<file path="config.mk">
export PLATFORM = sky130hd
export DESIGN_NAME = pipe_column_tracker
export DESIGN_NICKNAME = d
export VERILOG_FILES = /design/src/rtl/pipe_column_tracker.sv
export SDC_FILE = /design/constraint.sdc
export NUM_CORES = 1
export LEC_CHECK = 0
export CAP_MARGIN = 30
export CORE_MARGIN = 1
export CORE_UTILIZATION = 40
export CTS_CLUSTER_SIZE = 14
export DETAILED_ROUTE_END_ITERATION = 10
export PLACE_DENSITY_LB_ADDON = 0.08
export SETUP_SLACK_MARGIN = 0.1
export SYNTH_ARGS = -nofsm -noshare
export SYNTH_HDL_FRONTEND = slang
export SYNTH_SLANG_ARGS = --single-unit
</file>
<file path="constraint.sdc">
create_clock -name Clock -period 2.5 [get_ports Clock]
set_clock_uncertainty 0.2 [all_clocks]
set_input_delay 0.25 -clock Clock [delete_from_list [all_inputs] [get_ports Clock]]
set_output_delay 0.25 -clock Clock [all_outputs]
set_load 0.02 [all_outputs]
</file>
<file path="src/rtl/pipe_column_tracker.sv">
// Pipe-column tracker: scrolls 8-bit pipe patterns across the playfield,
// decodes the gap at the bird column, detects collisions and keeps score.
//
// Ports:
//   Clock, Reset        : clock, synchronous active-high reset
//   start               : begin or restart a game
//   shift               : one-cycle scroll tick
//   col_in[7:0]         : pattern entering the rightmost column
//   bird_row[2:0]       : bird row (row r = bit r)
//   rd_col[3:0]         : display read column
//   rd_data[7:0]        : pattern at rd_col (0 when out of range)
//   gap_idx, gap_valid  : decoded gap of the bird column
//   collide, running    : game-phase flags
//   score_pulse, score  : passed-pipe pulse and saturating count
module pipe_column_tracker #(
  parameter int COLS     = 8,
  parameter int BIRD_COL = 1
) (
  input  logic       Clock,
  input  logic       Reset,
  input  logic       start,
  input  logic       shift,
  input  logic [7:0] col_in,
  input  logic [2:0] bird_row,
  input  logic [3:0] rd_col,
  output logic [7:0] rd_data,
  output logic [2:0] gap_idx,
  output logic       gap_valid,
  output logic       collide,
  output logic       score_pulse,
  output logic [7:0] score,
  output logic       running
);

  localparam logic [1:0] S_IDLE = 2'd0;
  localparam logic [1:0] S_RUN  = 2'd1;
  localparam logic [1:0] S_OVER = 2'd2;

  logic [1:0] state_q, state_d;
  logic [7:0] col_q [COLS];
  logic [7:0] col_d [COLS];
  logic [7:0] score_q, score_d;
  logic       score_pulse_q, score_pulse_d;

  logic [7:0] bird_col;
  logic       hit;

  assign bird_col = col_q[BIRD_COL];
  assign hit      = (state_q == S_RUN) && bird_col[bird_row];

  always_comb begin
    state_d       = state_q;
    col_d         = col_q;
    score_d       = score_q;
    score_pulse_d = 1'b0;
    case (state_q)
      S_IDLE: begin
        if (start) state_d = S_RUN;
      end
      S_RUN: begin
        // A collision this cycle wins over any scroll tick.
        if (hit) begin
          state_d = S_OVER;
        end else if (shift) begin
          for (int i = 0; i < COLS - 1; i++)
            col_d[i] = col_q[i+1];
          col_d[COLS-1] = col_in;
          if (bird_col != 8'h00) begin
            score_pulse_d = 1'b1;
            if (score_q != 8'hFF) score_d = score_q + 8'd1;
          end
        end
      end
      S_OVER: begin
        if (start) begin
          state_d = S_RUN;
          score_d = 8'h00;
          for (int i = 0; i < COLS; i++)
            col_d[i] = 8'h00;
        end
      end
      default: state_d = S_IDLE;
    endcase
  end

  always_ff @(posedge Clock) begin
    if (Reset) begin
      state_q       <= S_IDLE;
      score_q       <= 8'h00;
      score_pulse_q <= 1'b0;
      for (int i = 0; i < COLS; i++)
        col_q[i] <= 8'h00;
    end else begin
      state_q       <= state_d;
      score_q       <= score_d;
      score_pulse_q <= score_pulse_d;
      col_q         <= col_d;
    end
  end

  always_comb begin
    rd_data = 8'h00;
    for (int i = 0; i < COLS; i++)
      if (rd_col == 4'(i)) rd_data = col_q[i];
  end

  always_comb begin
    gap_idx   = 3'd7;
    gap_valid = 1'b0;
    case (bird_col)
      8'b1001_1111: begin gap_idx = 3'd0; gap_valid = 1'b1; end
      8'b1100_1111: begin gap_idx = 3'd1; gap_valid = 1'b1; end
      8'b1110_0111: begin gap_idx = 3'd2; gap_valid = 1'b1; end
      8'b1111_0011: begin gap_idx = 3'd3; gap_valid = 1'b1; end
      8'b1111_1001: begin gap_idx = 3'd4; gap_valid = 1'b1; end
      8'b1100_0011: begin gap_idx = 3'd5; gap_valid = 1'b1; end
      default: ;
    endcase
  end

  assign collide     = (state_q == S_OVER);
  assign running     = (state_q == S_RUN);
  assign score       = score_q;
  assign score_pulse = score_pulse_q;

endmodule

</file>
Word level (Yosys, flattened, before mapping):

Cells that the tools add are included.

* register bits: 75
* latch bits: 0
* memory bits (writable): 0
* ROM bits: 0
* input port bits: 19
* output and inout bits: 23
* word-level logic and storage cells: 75
* memories kept: 0

* add/sub/neg operators: 1
* multiply operators: 0
* div/mod/pow operators: 0
* magnitude comparators: 1
* equal/unequal tests: 23
* shift-type cells: 0
* muxes and demuxes: 26
* bitwise gates (word level): 2
* reduce and logical (&&, ||, !) cells: 11

Operators by type and width (number)
* 64-bit two-way mux: 3
* 64-bit one-hot mux with 2 select lines: 1
* 8-bit two-way mux: 13
* 8-bit == test (second input constant): 6
* 3-bit one-hot mux with 6 select lines: 1
* 4-bit by 3-bit == test with 1-bit output (second input constant): 4
* 8-bit one-hot mux with 2 select lines: 1
* 8-bit by 1-bit adder with 8-bit output (second input constant): 1
* 4-bit by 2-bit == test with 1-bit output (second input constant): 2
* 2-bit by 1-bit != test with 1-bit output (second input constant): 4
* 8-bit != test (second input constant): 1
* 8-bit nonzero test: 1
* 2-bit != test (second input constant): 3
* 6-bit AND reduction: 1
* 6-bit OR reduction: 1
* 4-bit by 1-bit == test with 1-bit output (second input constant): 1
* 4-bit zero test: 1
* 3-bit by 4-bit less-than comparator with 1-bit output (second input constant): 1
* 2-bit two-way mux: 2
* 2-bit one-hot mux with 2 select lines: 1
* 4-bit AND reduction: 1
* 4-bit OR reduction: 1
* 1-bit binary-select mux with 3-bit select: 1
* 1-bit two-way mux: 3
* 8 further kinds: 9

Logic depth before layout (Yosys ltp):

* depth in word-level cells: 9
* gate-level depth with buffers: 9
* depth with buffers taken out: 6

Least setup slack after synthesis:

OpenSTA, ideal clock, no wires.

* path kind: register to register
* from: register state_q[0]
* to: register score_q[7] (netlist: score[7])
* setup time: 0.070 ns
* arrival: 1.957 ns
* required time: 2.230 ns
* setup slack: 0.273 ns
* cell stages (with the launch flop): 6
* clock period less this slack: 2.227 ns
* path through: dfxtp_1 > nor2b_1 > nand2_1 > or4b_4 > or4_1 > a21oi_1

* longest elaborated chain between the ends: 4
* elaborated cells between the ends (all ways): 11
* those cells by class: 7 x eq/ne; 1 x mux; 3 x reduce/logical

RTL lines
* start: declaration: line 39 `logic [1:0] state_q, state_d;`
* start signal: assignment: line 94 `state_q <= state_d;`
* 2-bit by 1-bit == test with 1-bit output *
* via running: line 32 `output logic running`
* 1-bit logical AND: line 49 `assign hit = (state_q == S_RUN) && bird_col[bird_row];`
* 2-bit != test (no source line)
* 6-bit AND reduction (no source line)
* end signal: assignment: line 95 `score_q <= score_d;`
* end: declaration: line 42 `logic [7:0] score_q, score_d;`

Mark *: on every way through the listed nets, which the timed path passes. The rest lies on a longest branch.
A chain may end at the register's enable or synchronous reset.

Worst setup path in the final report:

* from: input port rd_col[3]
* to: output port rd_data[2]

* longest elaborated chain between the ends: 9
* elaborated cells between the ends (all ways): 16
* those cells by class: 7 x eq/ne; 8 x mux; 1 x reduce/logical

RTL lines
* start: declaration: line 25 `input logic [3:0] rd_col,`
* 4-bit zero test: line 104 `if (rd_col == 4'(i)) rd_data = col_q[i];`
* 8-bit two-way mux (7 in series): line 104
* 8-bit two-way mux *: line 104
* end: declaration: line 26 `output logic [7:0] rd_data,`

Every way passes the cells marked *; elsewhere a longest branch is shown, timed or not.

==> summary.md <==
| Metric | Value |
|---|---|
| DRT Pass-1 Iters | `5` |
| Worst hold start | `col_in[4]` |
| Antenna diode count | `0` |
| Largest net degree at the start of global routing | `between 60 and 70` |
| Final GP Congestion | `just under 0.9` |
| Vias in the first global route | `3217` |
| Worst slew pin tran | `approximately 0.52 ns` |
| Iter 0 DRT Violations | `143` |
| Worst vdd ir | `~220 µV` |
| Largest cells by area after synthesis | `dfxtp_1 40%, nand2b_1 11%, o21ai_0 10%` |
| GRT Total Usage | `a little over a fifth` |
| Worst-path maximum fanout | `5` |
| Critical path class | `in2out` |
| Vias/cell | `5.34` |
| # fillers | `around 910` |
| Max-cap violations | `0` |
| CTS max path bufs | `2` |
| Placed Area | `about 0.0045 mm²` |
| Fin util | `50.8%` |
| Drc violations | `0` |
| Die width | `99.5 µm` |
| Total power | `about 2300 µW` |
| DIE AREA | `0.00989 mm²` |
| Crit path required time | `~2 ns` |
| Vias post-DR | `3440` |
| Total congestion overflow | `0` |
| Final Max Slew Viols | `0` |
| Crit. End Element | `output port` |
| WP data arrival | `around 1.9 ns` |
| Num ports | `42` |
| Leak | `about 0.0016 µW` |
| Final WL | `around 9.7 mm` |
| R2r worst-path depth | `6` |
| Routed len/inst | `about 15 µm` |
| Most frequent cells in the layout | `77 x o21ai_0, 76 x nand3_1, 68 x dfxtp_1, 67 x nand2b_1, 26 x buf_4` |
| Nets | `530` |
| Worst setup SP type | `input port` |
| Layout cells sized above 1 | `roughly 15%` |
| Final period utilization | `approximately 94%` |
| Initial Util | `between 40% and 50%` |
| Synthesized Nets | `about 500` |
| CTS tree | `done` |
| Clock Sinks | `75` |
| Post-synth EDFFs | `0` |
| Synth warnings | `0` |
| # port buffers | `just over 40` |
| Post-route ant nets | `0` |
| Final hold vios | `0` |
| Final Cell Area | `0.00469 mm²` |
| Sequential area share after synthesis | `between 30% and 40%` |
| # rows | `35` |
| Post-synth ARST share | `0%` |
| Commonest non-fill, non-tap cell in the layout | `o21ai_0` |
| CTS buffer count | `9` |
| Hpwl dp | `~6.6 mm` |
| Root Driver | `clkbuf_8` |
| Yosys reg bits | `75` |
| PD cells | `~490 mW/mm²` |
| Critical Path Sink | `rd_data[2]` |
| R2R Path Start | `bird_col[3]` |
| RSZ-0062 raised after global routing | `true` |
| Core box area | `between 0.009 and 0.01 mm²` |
| Cell taking the most area after synthesis | `dfxtp_1` |
| Post-synthesis cell type count | `43` |
| Synthesized cell area | `0.00380 mm²` |
| Chip height | `about 99 µm` |
| Yosys top cell area share | `roughly 40%` |
| Syn_area_per_cell | `between 8 and 9 µm²` |
| Syn Inst Count | `470` |
| Fmax | `around 430 MHz` |
| Clk slew on worst S/H paths | `0.08 ns` |
| R2R Setup Slk | `about 0.24 ns` |
| Setup bufs post-CTS | `0` |
| Synth Flop Type | `dfxtp_1` |
| Outcome | `finished clean` |
| Initial antenna violation count | `0` |
| Minimum clock period | `around 2.3 ns` |
| Worst-Skew Late Latency | `around 0.36 ns` |
| RR Endpoint | `score[7]` |
| Max-slew headroom | `65.5%` |
| Htree depth | `3` |
| Final setup vio count | `0` |
| Global-route wire length before repair | `between 15 and 20 mm` |
| Synth-to-Final Area Change | `23.5%` |
| Hold crit path type | `in2reg` |
| CP startpoint | `rd_col[3]` |
[per-layer routing]
layer  part of all wire [%]  vias up  track usage [%]
met4                    1.8        0             7.69
met2                     44       64             31.3
li1                       -     1762                -
met3                    3.5       14             4.08
met1                     51     1600             29.7
met5                      0        -                0
[how the worst min path moves through the flow]
stage / to / slack (ns) / depth (start not counted)
global route: col_q[5] / 0.26 / 3
floorplan: col_q[3] / 0.20 / 2
finish: col_q[4] / 0.25 / 3
detailed placement: col_q[23] / 0.27 / 2
CTS: col_q[3] / 0.25 / 3
global placement: col_q[16] / 0.26 / 2
[Yosys cell counts (7+ instances only)]
| library cell | count |
|---|---|
| a21oi_1 | 14 |
| buf_2 | 11 |
| clkbuf_1 | 30 |
| dfxtp_1 | 75 |
| inv_1 | 9 |
| mux2i_1 | 16 |
| nand2_1 | 16 |
| nand2b_1 | 67 |
| nand3_1 | 77 |
| nor2_1 | 8 |
| nor2b_1 | 7 |
| o21ai_0 | 79 |
| o31ai_1 | 7 |
[power breakdown]
group / total [µW] / switching, µW / leakage [µW] / internal (µW)
combinational: 239 / 131 / 0.000910 / 107
clock: 860 / 469 / 0.0000859 / 391
sequential: 1210 / 7.31 / 0.000608 / 1200
total: 2310 / 608 / 0.00160 / 1700
[kinds of logic (layout without fill, tap and decap cells)]
group	Yosys count	in the layout	share of synthesized area, %
compound gates	124	124	18.9
xor+xnor	1	1	0.231
fa+ha+maj	1	1	0.329
mux	22	22	6.88
buf+inv	53	98	5.99
simple gates	194	194	28.1
flops	75	75	39.5
[sequential cells by signal, summed over array words and instances (netlist names)]
register and flops:
state_q 2, score_pulse 1, bird_col 8, score 8, col_q 56
[critical path: stages]
cell and delay [ns]:
clkdlybuf4s50_1 0.47, nor2_1 0.18, buf_4 0.17, o311a_1 0.15, o21ai_0 0.12, a22oi_1 0.19, dlygate4sd2_1 0.36
[metrics by stage]
stage	hold WS [ns]	instances	setup slack, ns	TNS (ns)
after floorplan	0.203	470	0.273	0
after global placement	0.258	627	-0.409	-3.24
after detailed placement	0.268	627	-0.368	-3.32
after CTS	0.246	643	0.00239	0
after global routing	0.263	644	0.0491	0
final	0.253	644	0.158	0
[repair_timing]
action,CTS,global route
cloned,0,1
endpoints found under the setup margin,12,14
resized for setup,54,10
hold buffers,0,0
[area by class of cell]
cell class,count,area [µm²],share of cell area (%)
clock buffers,11,141,3.01
clock inverters,5,37.5,0.800
inverters,9,33.8,0.720
multi-input cells,342,2120,45.2
flip-flops and latches,75,1510,32.2
well taps,129,161,3.44
repair buffers,73,686,14.6
Power figures use the tool's default switching activity.
==> patch 1 (same settings) <==
`COLS`: 8 -> 16.
--- a/src/rtl/pipe_column_tracker.sv
+++ b/src/rtl/pipe_column_tracker.sv
@@ -13,7 +13,7 @@
 //   collide, running    : game-phase flags
 //   score_pulse, score  : passed-pipe pulse and saturating count
 module pipe_column_tracker #(
-  parameter int COLS     = 8,
+  parameter int COLS     = 16,
   parameter int BIRD_COL = 1
 ) (
   input  logic       Clock,
Check against the original RTL: not equivalent (a bounded check fails within 4 cycles, from zero or initial values and one cycle with Reset high).
==> patch 1 against the unedited design <==
  * Power is 120% higher
  * Critical endpoint is now score[0]
  * Worst setup slack got worse by 0.016 ns
  * Final cell count up 79%
  * Wire length grew 100%
  * Sequential cell count rose by 64
  * Count of clock-buffer cells in the layout is 12 higher
  * Utilization hardly changed
  * Largest power group is now clock
  * Synthesized area increased by 86%
  * Final area is 86% higher
==> patch 1: results (changes against the unedited design) <==
[global_route]
grt_util_all_layers = 0.214  ; +0.00506
grt_pass1_vias = 6004  ; +87%
grt_max_degree = 134  ; +110%
grt_pass1_wl_mm = 30.5  ; +87%
met1_usage = 0.282  ; -0.0145
grt_use_met3 = 0.0417  ; +0.000908

[sta]
period_share = 0.943  ; +0.00623
worst_pin_slew_ns = 0.668  ; +0.150 ns

[clock_network]
path_clk_slew_ns = 0.06  ; -0.02 ns
h-tree-depth = 4  ; +1
cts_root_buf = clkbuf_16
clk_latency_ns = 0.42  ; +0.06 ns
numCtsBuffers = 17  ; +8

[placed_design]
place_ws_ns = -0.350  ; +0.0181 ns
dp_hpwl_mm = 12.7  ; +93%
dp.cells = 1113  ; +78%

[route]
vias_per_cell = 5.48  ; +2.5%
drt_iter0_drc = 418  ; +190%
routed_wl_mm = 19.5  ; +100%
wl_per_cell_um = 16.9  ; +12%
wl_met2_mm = 9.25  ; +120%
drt-met1-wl_mm = 9.35  ; +90%
wl_met3_um = 553  ; +62%

[logic_synthesis]
ys_top_cells_by_count = o21ai_0 (141), dfxtp_1 (139), nand2b_1 (137), nand3_1 (137), clkbuf_1 (54)
syn_nets = 884  ; +80%
synth.area.top_cells = dfxtp_1 (39%), nand2b_1 (12%), o21ai_0 (10%)
ys_seq_area_frac = 0.394  ; -0.000931
yosysUniqueCellTypes = 55  ; +28%

[setup_path]
critPathMaxStageDelay_ns = 0.45  ; -0.02 ns
crit_family = multiplexers
slowest_stage = mux4_2
reg2reg_slack_ns = 0.14  ; -0.10 ns
crit_fanout = 7  ; +2
cp.arrival_ns = 2.46  ; +0.57 ns

[final_layout]
fin_nets = 933  ; +76%
largest_register_ffs = 120  ; +110%

[run_status]
status = finished clean

[pwr]
p_leak_nw = 3.06  ; +91%
internal_power_mw = 3.90  ; +130%
clkPwrFrac = 0.473  ; +0.100
pg_seq_mw = 2.23  ; +84%

==> patch 1: worst reg2reg max path, cell delays in order (launching register included) <==
cell     delay (ns)
dfxtp_4        0.36
buf_6          0.12
mux4_2         0.45
mux2_4         0.28
or2_4          0.34
or3_4          0.37
mux2i_1        0.13
==> patch 1: final cells by class <==
cell class / instances / area, um^2
multi-input combinational: 633 / 3990
timing repair buffer: 112 / 1060
antenna: 1 / 2.50
sequential: 139 / 2800
clock inverter: 9 / 87.6
clock buffer: 23 / 488
tap: 225 / 282
fill: 1657 / 8490
inverter: 10 / 37.5
==> patch 1: repair_timing <==
action                     in CTS  in global routing
gates resized for setup        48                 36
setup endpoints to repair      12                 95
hold buffers                    0                  0
gates cloned                    0                  3
pin swaps                       1                  1
setup buffers                   1                  2
==> patch 1: final timing paths <==
kind / endpoint / cells past startpoint / startpoint
max: score[0] / 6 / bird_col[7]
min: score[6] / 3 / Reset
max reg2reg: score[0] / 6 / bird_col[7]
min reg2reg: col_q[121] / 2 / col_q[121]
==> patch 1: per-stage QoR <==
| stage | cell area (um^2) | hold slack, ns | power [mW] |
|---|---|---|---|
| 2_1_floorplan | 7140 | 0.194 | 2.57 |
| 3_3_place_gp | 8000 | 0.250 | 2.73 |
| 3_5_place_dp | 8000 | 0.262 | 2.74 |
| 4_1_cts | 8620 | 0.0608 | 5.19 |
| 5_1_grt | 8750 | 0.0943 | 5.36 |
| 6_report | 8750 | 0.0864 | 5.14 |
==> patch 1: cell families (layout without fill, tap and decap cells) <==
logic type,Yosys count,after routing,synth area share
AOI/OAI and AO/OA,223,223,0.186
xor gates and xnor gates,4,4,0.00497
adders and majority gates,1,1,0.00177
buffers and inverters,93,154,0.0546
DFF,139,139,0.394
muxes,42,42,0.0775
other,0,1,0
and+or+nand+nor,362,363,0.280
==> patch 2 (config.mk and constraints unchanged) <==
Without the edit above. Register the inputs `start`, `shift`, `col_in`, `bird_row` and `rd_col` before use, without a reset. The logic sees them one clock later. Comments in the files are not updated.
--- a/src/rtl/pipe_column_tracker.sv
+++ b/src/rtl/pipe_column_tracker.sv
@@ -36,6 +36,20 @@
   localparam logic [1:0] S_RUN  = 2'd1;
   localparam logic [1:0] S_OVER = 2'd2;
 
+  logic start_q;
+  logic shift_q;
+  logic [7:0] col_r;
+  logic [2:0] bird_row_q;
+  logic [3:0] rd_col_q;
+
+  always_ff @(posedge Clock) begin
+    start_q    <= start;
+    shift_q    <= shift;
+    col_r      <= col_in;
+    bird_row_q <= bird_row;
+    rd_col_q   <= rd_col;
+  end
+
   logic [1:0] state_q, state_d;
   logic [7:0] col_q [COLS];
   logic [7:0] col_d [COLS];
@@ -46,7 +60,7 @@
   logic       hit;
 
   assign bird_col = col_q[BIRD_COL];
-  assign hit      = (state_q == S_RUN) && bird_col[bird_row];
+  assign hit      = (state_q == S_RUN) && bird_col[bird_row_q];
 
   always_comb begin
     state_d       = state_q;
@@ -55,16 +69,16 @@
     score_pulse_d = 1'b0;
     case (state_q)
       S_IDLE: begin
-        if (start) state_d = S_RUN;
+        if (start_q) state_d = S_RUN;
       end
       S_RUN: begin
         // A collision this cycle wins over any scroll tick.
         if (hit) begin
           state_d = S_OVER;
-        end else if (shift) begin
+        end else if (shift_q) begin
           for (int i = 0; i < COLS - 1; i++)
             col_d[i] = col_q[i+1];
-          col_d[COLS-1] = col_in;
+          col_d[COLS-1] = col_r;
           if (bird_col != 8'h00) begin
             score_pulse_d = 1'b1;
             if (score_q != 8'hFF) score_d = score_q + 8'd1;
@@ -72,7 +86,7 @@
         end
       end
       S_OVER: begin
-        if (start) begin
+        if (start_q) begin
           state_d = S_RUN;
           score_d = 8'h00;
           for (int i = 0; i < COLS; i++)
@@ -101,7 +115,7 @@
   always_comb begin
     rd_data = 8'h00;
     for (int i = 0; i < COLS; i++)
-      if (rd_col == 4'(i)) rd_data = col_q[i];
+      if (rd_col_q == 4'(i)) rd_data = col_q[i];
   end
 
   always_comb begin
Check against the original RTL: not equivalent (Yosys sat finds a counterexample within 4 cycles, from zero or initial values and one cycle with Reset high).
==> patch 2 against the unedited design <==
  * Sequential share of layout area up 4.1 points
  * Worst setup slack better by 0.0080 ns
  * Wire length grew 4.6%
  * Global-route usage shrank 1.5 points
  * Power up 28%
  * Synthesized area is 12% higher
  * Critical path depth down 2
  * Clock power increased by 35%
  * Die area rose by 11%
  * Sequential cell count rose by 17
  * Final area rose by 9.4%
  * Sequential power grew 25%
  * Utilization shrank 0.84 points
  * Critical path type is now flop to output pin
  * Critical endpoint is now rd_data[4]
  * Largest cell class unchanged
==> patch 2: results (changes against the unedited design) <==
[final_layout]
fin_nets = 561  ; +5.8%
drive_above_1_share = 0.139  ; -0.0142
fin_cells = 682  ; +5.9%

[pwr]
combPwrFrac = 0.096  ; -0.007
pg_seq_mw = 1.51  ; +25%
p_sw_frac = 0.244  ; -0.0190
vdd_drop_max_mv = 0.337  ; +54%
p_comb_mw = 0.284  ; +19%

[route]
num_vias = 3622  ; +5.3%
drt_iter0_drc = 245  ; +71%

[setup_path]
slowest_stage = dfxtp_4
r2r_cells = 5  ; -1
crit_family = flip-flops
timing.rr.start = bird_col[0]
reg2reg_slack_ns = 0.35  ; +0.11 ns
reg2reg_to = score[6]
crit_fanout = 12  ; +7

[logic_synthesis]
syn_nets = 528  ; +7.8%
ys_top_cells_by_count = dfxtp_1 (92), o21ai_0 (75), nand3_1 (73), nand2b_1 (66), nand2_1 (23)
synth_fa_ha_area_frac = 0.00295  ; -0.000341
synth-xor-area-share = 0.00413  ; +0.00183
ys_seq_area_frac = 0.435  ; +0.0393
synth.area.top_cells = dfxtp_1 (43%), nand2b_1 (9.7%), o21ai_0 (8.9%)
synth.area.mux_share = 0.0505  ; -0.0184
yosysUniqueCellTypes = 51  ; +19%

[hold_path]
min_path_cells = 1  ; -2
min_to = rd_col_q[3]

[sta]
timing.hold.ws_ns = 0.102  ; -0.151 ns

[run_status]
status = finished clean

[placed_design]
dp_hpwl_mm = 6.73  ; +2.6%
gp_congestion = 0.851  ; -2.5%

[global_route]
grt_max_degree = 67  ; +3.1%
grt_pass1_vias = 3306  ; +2.8%
grt_util_all_layers = 0.194  ; -0.0147

## patch 2: cell count changes after synthesis, moves of 6 or more
cell,before,now
buf_1,0,6
o31ai_1,7,0
nor2_1,8,22
clkbuf_1,30,21
dfxtp_1,75,92
nand2_1,16,23
inv_1,9,3
## patch 2: cell families after synthesis
logic type,Yosys count
AO/OA/AOI/OAI,128
multiplexers,18
buffers and inverters,44
XOR/XNOR,2
flip-flops,92
adder cells (fa/ha/maj),1
AND/OR/NAND/NOR,223
## patch 2: layout make-up
type / count / area [um^2] / share of cell area
flip-flops and latches: 92 / 1860 / 0.363
multi-input cells: 372 / 2230 / 0.435
well taps: 136 / 170 / 0.0332
clock buffers: 11 / 151 / 0.0295
repair buffers: 63 / 621 / 0.121
inverters: 3 / 11.3 / 0.00219
clock inverters: 5 / 83.8 / 0.0163
## patch 2: timing repair
item | CTS | global route
buffers inserted | 0 | 1
hold endpoints to repair | 0 | 0
gates resized for setup | 36 | 22
endpoints found under the setup margin | 12 | 10
## patch 2: layer usage
layer / routed length, um / track usage
met3: 451 / 0.0586
met1: 5150 / 0.274
met2: 4420 / 0.276
met4: 135 / 0.0734
met5: 0 / 0
## patch 2: worst max path at each step
stage / startpoint / endpoint / slack, ns / depth (start not counted)
floorplan: rd_col_q[1] / rd_data[4] / 0.33 / 7
global placement: rd_col_q[2] / rd_data[7] / 0.08 / 6
detailed placement: rd_col_q[1] / rd_data[5] / 0.09 / 6
CTS: rd_col_q[2] / rd_data[7] / 0.02 / 7
global route: rd_col_q[1] / rd_data[4] / 0.07 / 5
finish: rd_col_q[1] / rd_data[4] / 0.17 / 5
